$ cat src/rtl/mux_4x1_rr_arbiter_if.sv
// Bundle of the four requester inputs and the shared registered output stage.
// The master view belongs to the arbiter; the slave view belongs to the producers and the consumer.
interface mux_4x1_rr_arbiter_if #(
    parameter int WIDTH     = 4,
    parameter int SEL_WIDTH = 2
);
    logic [3:0]           req;
    logic [WIDTH-1:0]     data_in_0;
    logic [WIDTH-1:0]     data_in_1;
    logic [WIDTH-1:0]     data_in_2;
    logic [WIDTH-1:0]     data_in_3;
    logic [3:0]           ack;
    logic [WIDTH-1:0]     out_data;
    logic                 out_valid;
    logic                 out_ready;
    logic [SEL_WIDTH-1:0] sel;

    modport master (
        input  req,
        input  data_in_0,
        input  data_in_1,
        input  data_in_2,
        input  data_in_3,
        input  out_ready,
        output ack,
        output out_data,
        output out_valid,
        output sel
    );

    modport slave (
        output req,
        output data_in_0,
        output data_in_1,
        output data_in_2,
        output data_in_3,
        output out_ready,
        input  ack,
        input  out_data,
        input  out_valid,
        input  sel
    );
endinterface

$ cat src/rtl/mux_4x1_rr_arbiter.sv
// Round-robin arbiter over four requesters that feeds a single registered output stage
// with a valid/ready handshake; a word is never lost while the consumer applies backpressure.
module mux_4x1_rr_arbiter #(
    parameter int WIDTH     = 4,
    parameter int SEL_WIDTH = 2
) (
    input  logic                    i_clk,
    input  logic                    i_rst_n,
    mux_4x1_rr_arbiter_if.master    bus
);

    logic [WIDTH-1:0]     r_out_data;
    logic                 r_out_valid;
    logic [SEL_WIDTH-1:0] r_sel;
    logic [1:0]           r_last;
    logic [3:0]           r_ack;

    logic                 w_load;
    logic                 w_found;
    logic [1:0]           w_idx;
    logic [1:0]           w_grant;
    logic [WIDTH-1:0]     w_mux_data;

    // Load whenever someone is asking and the output slot is empty or draining this cycle.
    assign w_load = (|bus.req) & (~r_out_valid | bus.out_ready);

    always_comb begin
        w_found = 1'b0;
        w_grant = r_last;
        w_idx   = r_last;
        for (int k = 1; k <= 4; k++) begin
            w_idx = r_last + 2'(k);
            if (!w_found && bus.req[w_idx]) begin
                w_found = 1'b1;
                w_grant = w_idx;
            end
        end
    end

    always_comb begin
        w_mux_data = bus.data_in_0;
        case (w_grant)
            2'd0:    w_mux_data = bus.data_in_0;
            2'd1:    w_mux_data = bus.data_in_1;
            2'd2:    w_mux_data = bus.data_in_2;
            default: w_mux_data = bus.data_in_3;
        endcase
    end

    // Pointer resets to 3 so requester 0 wins the first arbitration after reset.
    always_ff @(posedge i_clk) begin
        if (!i_rst_n) begin
            r_out_data  <= '0;
            r_out_valid <= 1'b0;
            r_sel       <= '0;
            r_last      <= 2'd3;
            r_ack       <= 4'b0000;
        end else begin
            r_ack <= 4'b0000;
            if (w_load) begin
                r_out_data  <= w_mux_data;
                r_out_valid <= 1'b1;
                r_sel       <= SEL_WIDTH'(w_grant);
                r_last      <= w_grant;
                r_ack       <= 4'b0001 << w_grant;
            end else if (r_out_valid && bus.out_ready) begin
                r_out_valid <= 1'b0;
            end
        end
    end

    assign bus.out_data  = r_out_data;
    assign bus.out_valid = r_out_valid;
    assign bus.sel       = r_sel;
    assign bus.ack       = r_ack;

endmodule

$ cat src/flat_wrapper.sv
// flat-port wrapper written by rule: the top's interface ports become plain ports
module mux_4x1_rr_arbiter_flat 
#(
    parameter int WIDTH     = 4,
    parameter int SEL_WIDTH = 2
)
  (i_clk, i_rst_n, bus_req, bus_data_in_0, bus_data_in_1, bus_data_in_2, bus_data_in_3, bus_out_ready, bus_ack, bus_out_data, bus_out_valid, bus_sel);
  mux_4x1_rr_arbiter_if #(.WIDTH(WIDTH), .SEL_WIDTH(SEL_WIDTH)) bus_i ();
  input  logic i_clk;
  input  logic i_rst_n;
  input wire logic [$bits(bus_i.req)-1:0] bus_req;
  input wire logic [$bits(bus_i.data_in_0)-1:0] bus_data_in_0;
  input wire logic [$bits(bus_i.data_in_1)-1:0] bus_data_in_1;
  input wire logic [$bits(bus_i.data_in_2)-1:0] bus_data_in_2;
  input wire logic [$bits(bus_i.data_in_3)-1:0] bus_data_in_3;
  input wire logic [$bits(bus_i.out_ready)-1:0] bus_out_ready;
  output wire logic [$bits(bus_i.ack)-1:0] bus_ack;
  output wire logic [$bits(bus_i.out_data)-1:0] bus_out_data;
  output wire logic [$bits(bus_i.out_valid)-1:0] bus_out_valid;
  output wire logic [$bits(bus_i.sel)-1:0] bus_sel;
  assign bus_i.req = bus_req;
  assign bus_i.data_in_0 = bus_data_in_0;
  assign bus_i.data_in_1 = bus_data_in_1;
  assign bus_i.data_in_2 = bus_data_in_2;
  assign bus_i.data_in_3 = bus_data_in_3;
  assign bus_i.out_ready = bus_out_ready;
  assign bus_ack = bus_i.ack;
  assign bus_out_data = bus_i.out_data;
  assign bus_out_valid = bus_i.out_valid;
  assign bus_sel = bus_i.sel;
  mux_4x1_rr_arbiter #(.WIDTH(WIDTH), .SEL_WIDTH(SEL_WIDTH)) u_core (.i_clk(i_clk), .i_rst_n(i_rst_n), .bus(bus_i));
endmodule
$ cat config.mk
export PLATFORM = sky130hd
export DESIGN_NAME = mux_4x1_rr_arbiter_flat
export DESIGN_NICKNAME = d
export VERILOG_FILES = /design/src/rtl/mux_4x1_rr_arbiter_if.sv /design/src/rtl/mux_4x1_rr_arbiter.sv /design/src/flat_wrapper.sv
export SDC_FILE = /design/constraint.sdc
export NUM_CORES = 1
export LEC_CHECK = 0
export BUFFER_PORTS_ARGS = -buffer_cell sky130_fd_sc_hd__buf_2
export CAP_MARGIN = 20
export CORE_MARGIN = 5
export CORE_UTILIZATION = 46
export DETAILED_ROUTE_END_ITERATION = 10
export PLACE_DENSITY_LB_ADDON = 0.25
export RECOVER_POWER = 25
export SYNTH_ARGS = -nofsm -noshare
export SYNTH_HDL_FRONTEND = slang
export SYNTH_SLANG_ARGS = --single-unit
$ cat constraint.sdc
create_clock -name i_clk -period 3.15 [get_ports i_clk]
set_input_delay 0.4725 -clock i_clk [delete_from_list [all_inputs] [get_ports i_clk]]
set_output_delay 0.4725 -clock i_clk [all_outputs]
set_load 0.03 [all_outputs]
==> reports/metrics.csv, run 1 <==
stage,metric,value,unit
outcome,status,finished clean,
setup_path,Critical Path RT,3.30,ns
timing,setup tns final,0,ns
cts,post-CTS sizing,0,
cts,Sinks on Clock Net,13,
pwr,Max VDD drop,0.0003216,V
setup_path,CP peak stage delay,0.49,ns
cts,Inserted Clock Buffers,3,
setup_path,CP arrival,1.95,ns
detailed_routing,final WL,1531,um
placement,GPL Wtd Cong,0.6790,
setup_path,CP startpoint kind,flop,
placement,Post-DP HPWL,1195,um
setup_path,crit-path leading delay family,multiplexers,
cts,root buffer cell,clkbuf_4,
detailed_routing,DRT antenna net count,0,
setup_path,critical path's most frequent cell,mux2i_1,
cts,CTS max path bufs,2,
timing,Final setup viols,0,
grt,number of global-route vias before repair,565,
detailed_routing,via density per instance,5.276,
detailed_routing,Vias,612,
yosys,"Top FF cell, synth",dfxtp_1,
floorplan,starting density of the core,50.19,%
setup_path,Crit-path slowest cell,nor2_2,
timing,Setup Skew,0.007642,ns
floorplan,io pins,34,
setup_path,reg2reg setup slack,1.34,ns
floorplan,Core Area,1334,um2
yosys,cells after synthesis,68,
yosys,Seq cells post-synth,13,
final_layout,nets@finish,125,
detailed_routing,initial drt markers,3,
final_layout,diode count,0,
setup_path,critical path endpoint category,flop,
cts,clk slew on worst S/H paths,0.08,ns
yosys,"EDFF count, synth",0,
setup_path,r2r startpoint,u_core.r_last[1],
yosys,ys async rst share,0,%
yosys,Synth Area per Inst,9.844,um2
setup_path,buffer and inverter count on the worst path,0,
cts,hold buffers post-CTS,0,
yosys,"Distinct cells, synth",28,
job,max_cap viols,0,
timing,Max Freq,0.5538,GHz
pwr,Leak Pwr,0.4077,nW
floorplan,row count,13,
yosys,sequential share of the synthesized area,38.88,%
timing,Worst-Margin Slew,0.6065,ns
cts,Setup Buffers After CTS,0,
setup_path,CP Launch Point,u_core.r_last[1],
timing,worst hold slack,0.4928,ns
yosys,Yosys warning count,0,
timing,Slew headroom,59.52,%
grt,GR Overflow Total,0,
final_layout,P&R area growth vs syn,24.11,%
setup_path,reg-to-reg endpoint,u_core.bus.out_data[1],
detailed_routing,DR pass1 iterations,4,
yosys,post-synth net total,91,
pwr,PD cells,524.4,nW/um2
floorplan,die area,2318,um2
timing,RSZ-0062 raised after global routing,no,
cts,CTS H-tree lvls,1,
setup_path,CP Depth,5,
grt,first-pass GRT wire length,2408,um
timing,min Tclk post-route,1.806,ns
setup_path,reg2reg path depth,5,
timing,endpoints failing hold,0,
setup_path,worst path cell trace,mux2i_1 -> o21ai_1 -> nor2_2 -> mux2i_1 -> o221ai_2,
floorplan,Die H,48.15,um
final_layout,most frequent cells in the layout,"buf_2, dfxtp_1, mux2i_1",
placement,area post-placement,819.5,um2
grt,pin count of the biggest net entering global routing,12,
min_path,cell count of the worst hold path,3,
yosys,synthesized area,669.4,um2
grt,initial antenna violation count,0,
placement,port bufs,33,
min_path,hold crit path type,in -> reg,
setup_path,Max Fanout on Critical Path,11,
cts,Worst-Skew Late Latency,0.27,ns
setup_path,CP endpoint,u_core.bus.out_data[1],
timing,max-slew violation count,0,
cts,TritonCTS clock tree,built,
detailed_routing,WL per Instance,13.20,um
floorplan,DIE WIDTH,48.15,um
grt,Overall Global Routing Usage,14.86,%
final_layout,"commonest non-fill, non-tap cell in the layout",buf_2,
final_layout,share of cells above drive strength 1,39.60,%
timing,Final Cycle Share,57.32,%
setup_path,Worst Setup Path Type,reg -> reg,
final_layout,Final Cell Area,830.8,um2
detailed_routing,DRC errors left,0,
==> flip-flops by register name, indices dropped and copies added (netlist names) <==
signal,count
u_core.r_last,2
u_core.bus.ack,4
u_core.bus.out_valid,1
u_core.bus.out_data,4
u_core.bus.sel,2
==> cell type report <==
cell class	instances	area, um2
timing repair buffer	33	160.2
multi-input combinational	48	354.1
fill	119	503.0
clock buffer	4	26.28
inverter	3	11.26
tap	15	18.77
sequential	13	260.3
==> Yosys cell counts, drive strengths merged (2+ instances only) <==
cell type,n,area [um2]
a21oi,4,27.53
buf,3,30.03
clkinv,2,7.510
dfxtp,13,260.3
mux2i,9,90.09
nand2,3,11.26
nand2b,2,12.51
nand3,5,30.03
nor2,7,28.78
o21ai,4,20.01
o221ai,4,60.06
==> worst min path at each step <==
stage	end	start
5_1_grt	u_core.r_last[1]	i_rst_n
3_3_place_gp	u_core.bus.out_data[1]	u_core.bus.out_data[1]
6_report	u_core.bus.out_data[2]	bus_data_in_3[2]
2_1_floorplan	u_core.r_last[0]	u_core.r_last[0]
4_1_cts	u_core.r_last[0]	i_rst_n
3_5_place_dp	u_core.bus.out_data[2]	u_core.bus.out_data[2]
==> metal layers <==
| layer | GRT usage (%) | part of all wire [%] |
|---|---|---|
| met5 | 0 | 0 |
| met3 | 5.535 | 7.1 |
| met2 | 22.92 | 49 |
| met1 | 18.40 | 43 |
| met4 | 6.452 | 0.98 |
==> per-stage QoR <==
step / power (mW) / instances / setup WS [ns] / utilization, %
2_1_floorplan: 0.3079 / 68 / 1.705 / -
3_3_place_gp: 0.3395 / 112 / 1.310 / 61.44
3_5_place_dp: 0.3421 / 112 / 1.260 / 61.44
4_1_cts: 0.4420 / 116 / 1.321 / 63.41
5_1_grt: 0.4630 / 116 / 1.172 / 62.29
6_report: 0.4357 / 116 / 1.344 / 62.29
==> kinds of logic after synthesis <==
group / share of synthesized area (%)
and+or+nand+nor: 18.32
AOI/OAI and AO/OA: 22.62
buffers and inverters: 6.728
muxes: 13.46
DFF: 38.88
==> where the power goes <==
group | switching, mW | total [mW] | internal (mW)
combinational | 0.0868 | 0.140 | 0.0533
clock | 0.0510 | 0.100 | 0.0491
sequential | 0.0119 | 0.195 | 0.184
==> worst min-delay path: stages <==
cell and delay [ns]:
buf_2 0.08, mux2i_1 0.07, o221ai_2 0.12
Note: power is estimated with default switching activity, not from simulation.
==> run 2, diff against run 1 <==
ABC_AREA = 1   (was unset)
CORE_UTILIZATION = 48   (was 46)
clock period = 1.89 ns   (was 3.15 ns; I/O delays follow)
==> run 2 against run 1 <==
  * Synthesized cell count grew 94%
  * Non-clock buffer count grew 6
  * Clock power grew 68%
  * Clock skew shrank 0.0036 ns
  * Die area grew 29%
  * Routed wire length grew 51%
  * Combinational power grew to 16 times the previous value
  * First-iteration DRC count grew to 10 times the previous value
  * Final cell count grew 71%
  * Total power grew to 6.4 times the previous value
  * Largest power group is now combinational cells
  * Highest routed layer unchanged
==> reports/metrics.csv, run 2 <==
stage,metric,value,unit
final_layout,share of cells above drive strength 1,39.18,%
final_layout,"commonest non-fill, non-tap cell in the layout",nand2_1,
timing,worst hold slack,0.2614,ns
timing,Final setup viols,0,
floorplan,io pins,34,
floorplan,Core Area,1942,um2
yosys,Area contributors post-synth,"dfxtp_1, nand2_1, nand2_4, nand3_2, nand2_2",
detailed_routing,initial drt markers,30,
setup_path,CP arrival,1.97,ns
pwr,Tot Pwr,2.809,mW
setup_path,Worst Setup Path Type,reg -> reg,
placement,GPL Wtd Cong,0.9049,
final_layout,most frequent cells in the layout,"nand2_1, buf_2, inv_1, dfxtp_1, a21oi_1",
timing,Final Cycle Share,93.14,%
cts,Inserted Clock Buffers,3,
pwr,Max VDD drop,0.001423,V
grt,Overall Global Routing Usage,15.93,%
detailed_routing,DR pass1 iterations,6,
final_layout,fin cells,198,
placement,Post-DP HPWL,1764,um
setup_path,critical path endpoint category,flop,
setup_path,worst path cell trace,buf_12 -> inv_6 -> nand2_2 -> nand2_4 -> nand2_1 -> nand2_2 -> nand3_4 -> nand2_2 -> nand2_4 -> buf_4 -> nand3b_1 -> nand2_1 -> inv_1 -> nand2_1 -> a21oi_1,
floorplan,row count,16,
detailed_routing,Vias,971,
floorplan,die area,3000,um2
yosys,"top cells by count, synth","nand2_1, dfxtp_1, inv_1",
timing,min Tclk post-route,1.760,ns
min_path,HP Start,i_rst_n,
floorplan,DIE WIDTH,54.77,um
yosys,"EDFF count, synth",0,
cts,root buffer cell,clkbuf_4,
cts,Worst-Skew Late Latency,0.27,ns
final_layout,diode count,0,
setup_path,crit-path leading delay family,simple AND/OR/NAND/NOR gates,
cts,TritonCTS clock tree,built,
cts,hold buffers post-CTS,0,
floorplan,starting density of the core,49.55,%
detailed_routing,via density per instance,4.904,
setup_path,CP startpoint kind,flop,
yosys,ys async rst share,0,%
job,max_cap viols,0,
yosys,Yosys warning count,0,
yosys,post-synth top area share,27.05,%
yosys,Synth Area per Inst,7.289,um2
grt,number of global-route vias before repair,834,
yosys,"Distinct cells, synth",27,
detailed_routing,DRC errors left,0,
setup_path,CP peak stage delay,0.33,ns
yosys,synthesized area,962.2,um2
detailed_routing,final WL,2309,um
setup_path,reg-to-reg endpoint,u_core.bus.out_data[2],
yosys,"count leader, synth",nand2_1,
pwr,PD cells,2303,nW/um2
grt,met1 GRT Util,22.19,%
setup_path,r2r startpoint,u_core.r_last[0],
cts,CTS H-tree lvls,1,
detailed_routing,WL per Instance,11.66,um
grt,met3 usage,2.997,%
min_path,hold crit path type,in -> reg,
yosys,"Top FF cell, synth",dfxtp_1,
grt,initial antenna violation count,0,
outcome,status,finished clean,
cts,clk slew on worst S/H paths,0.08,ns
grt,GRT busiest layer,met2,
timing,endpoints failing hold,0,
placement,port bufs,33,
timing,setup tns final,0,ns
min_path,cell count of the worst hold path,2,
timing,Slew headroom,59.49,%
grt,pin count of the biggest net entering global routing,16,
cts,CTS max path bufs,2,
detailed_routing,DRT antenna net count,0,
grt,GRT met2 Usage,24.41,%
final_layout,P&R area growth vs syn,26.79,%
setup_path,reg2reg setup slack,0.13,ns
setup_path,Critical Path RT,2.10,ns
setup_path,Max Fanout on Critical Path,9,
setup_path,Crit-path slowest cell,dfxtp_2,
cts,Sinks on Clock Net,13,
grt,GR Overflow Total,0,
setup_path,reg2reg path depth,15,
setup_path,buffer and inverter count on the worst path,4,
yosys,post-synth net total,155,
final_layout,nets@finish,195,
timing,Worst-Margin Slew,0.6055,ns
timing,Max Freq,0.5681,GHz
yosys,Seq cells post-synth,13,
timing,max-slew violation count,0,
yosys,cells after synthesis,132,
floorplan,Die H,54.77,um
timing,Setup Skew,0.004086,ns
yosys,sequential share of the synthesized area,27.05,%
pwr,Leak Pwr,0.6248,nW
placement,Inst Count DP,189,
grt,first-pass GRT wire length,3498,um
min_path,Worst Hold End,u_core.r_last[0],
yosys,largest area contributor in the netlist,dfxtp_1,
run 2: changes by cell type after synthesis, moves of 5 or more:
cell / delta
nand2_1: +38
inv_1: +10
mux2i_1: -9
nand2_2: +7
a21oi_1: +6
nand2_4: +6
nand4_1: +5
nor2_1: -5
run 2: report_power, final:
part / leakage (nW) / internal [mW] / switching, mW / total [mW]
combinational: 0.503 / 0.807 / 1.38 / 2.19
clock: 0.0150 / 0.0816 / 0.0864 / 0.168
sequential: 0.107 / 0.393 / 0.0593 / 0.452
run 2: final cells by class:
cell class | instances | area [um2]
multi-input cells | 100 | 614.3
flip-flops and latches | 13 | 262.8
inverters | 15 | 66.31
repair buffers | 39 | 216.5
fillers | 187 | 721.9
clock buffers | 4 | 26.28
well taps | 27 | 33.78
run 2: through the flow:
stage	setup slack, ns	utilization, %	instance area, um2
detailed placement	0.1156	58.25	1131
global placement	0.1209	58.25	1131
finish	0.1296	62.82	1220
CTS	0.08816	59.60	1157
floorplan	0.2738	-	962.2
global route	-0.008414	62.82	1220
run 2: routing by layer:
| layer | wire (um) | up-vias |
|---|---|---|
| li1 | - | 511 |
| met2 | 1097 | 34 |
| met4 | 14 | 0 |
| met1 | 1022 | 424 |
| met5 | 0 | - |
| met3 | 174 | 2 |
run 2: what timing repair did:
action                                  4_1_cts  5_1_grt
gates resized for setup                       0        7
buffers inserted                              0        5
endpoints found under the setup margin        0        4
run 2: cells by family (layout without fill, tap and decap cells):
family                 Yosys count  count (layout)  share of synthesized area (%)
AND/OR/NAND/NOR                 85              85                          51.24
AO/OA/AOI/OAI                   15              15                          9.882
flip-flops                      13              13                          27.05
buffers and inverters           19              58                          11.83
run 2: worst max path at each step:
| stage | startpoint | cells past startpoint | to |
|---|---|---|---|
| after floorplan | u_core.r_last[0] | 14 | u_core.bus.out_data[2] |
| after global placement | u_core.r_last[1] | 13 | u_core.bus.out_data[1] |
| after detailed placement | u_core.r_last[1] | 13 | u_core.bus.out_data[1] |
| after CTS | u_core.r_last[1] | 13 | u_core.bus.out_data[1] |
| after global routing | u_core.r_last[0] | 15 | u_core.bus.out_data[0] |
| final | u_core.r_last[0] | 15 | u_core.bus.out_data[2] |
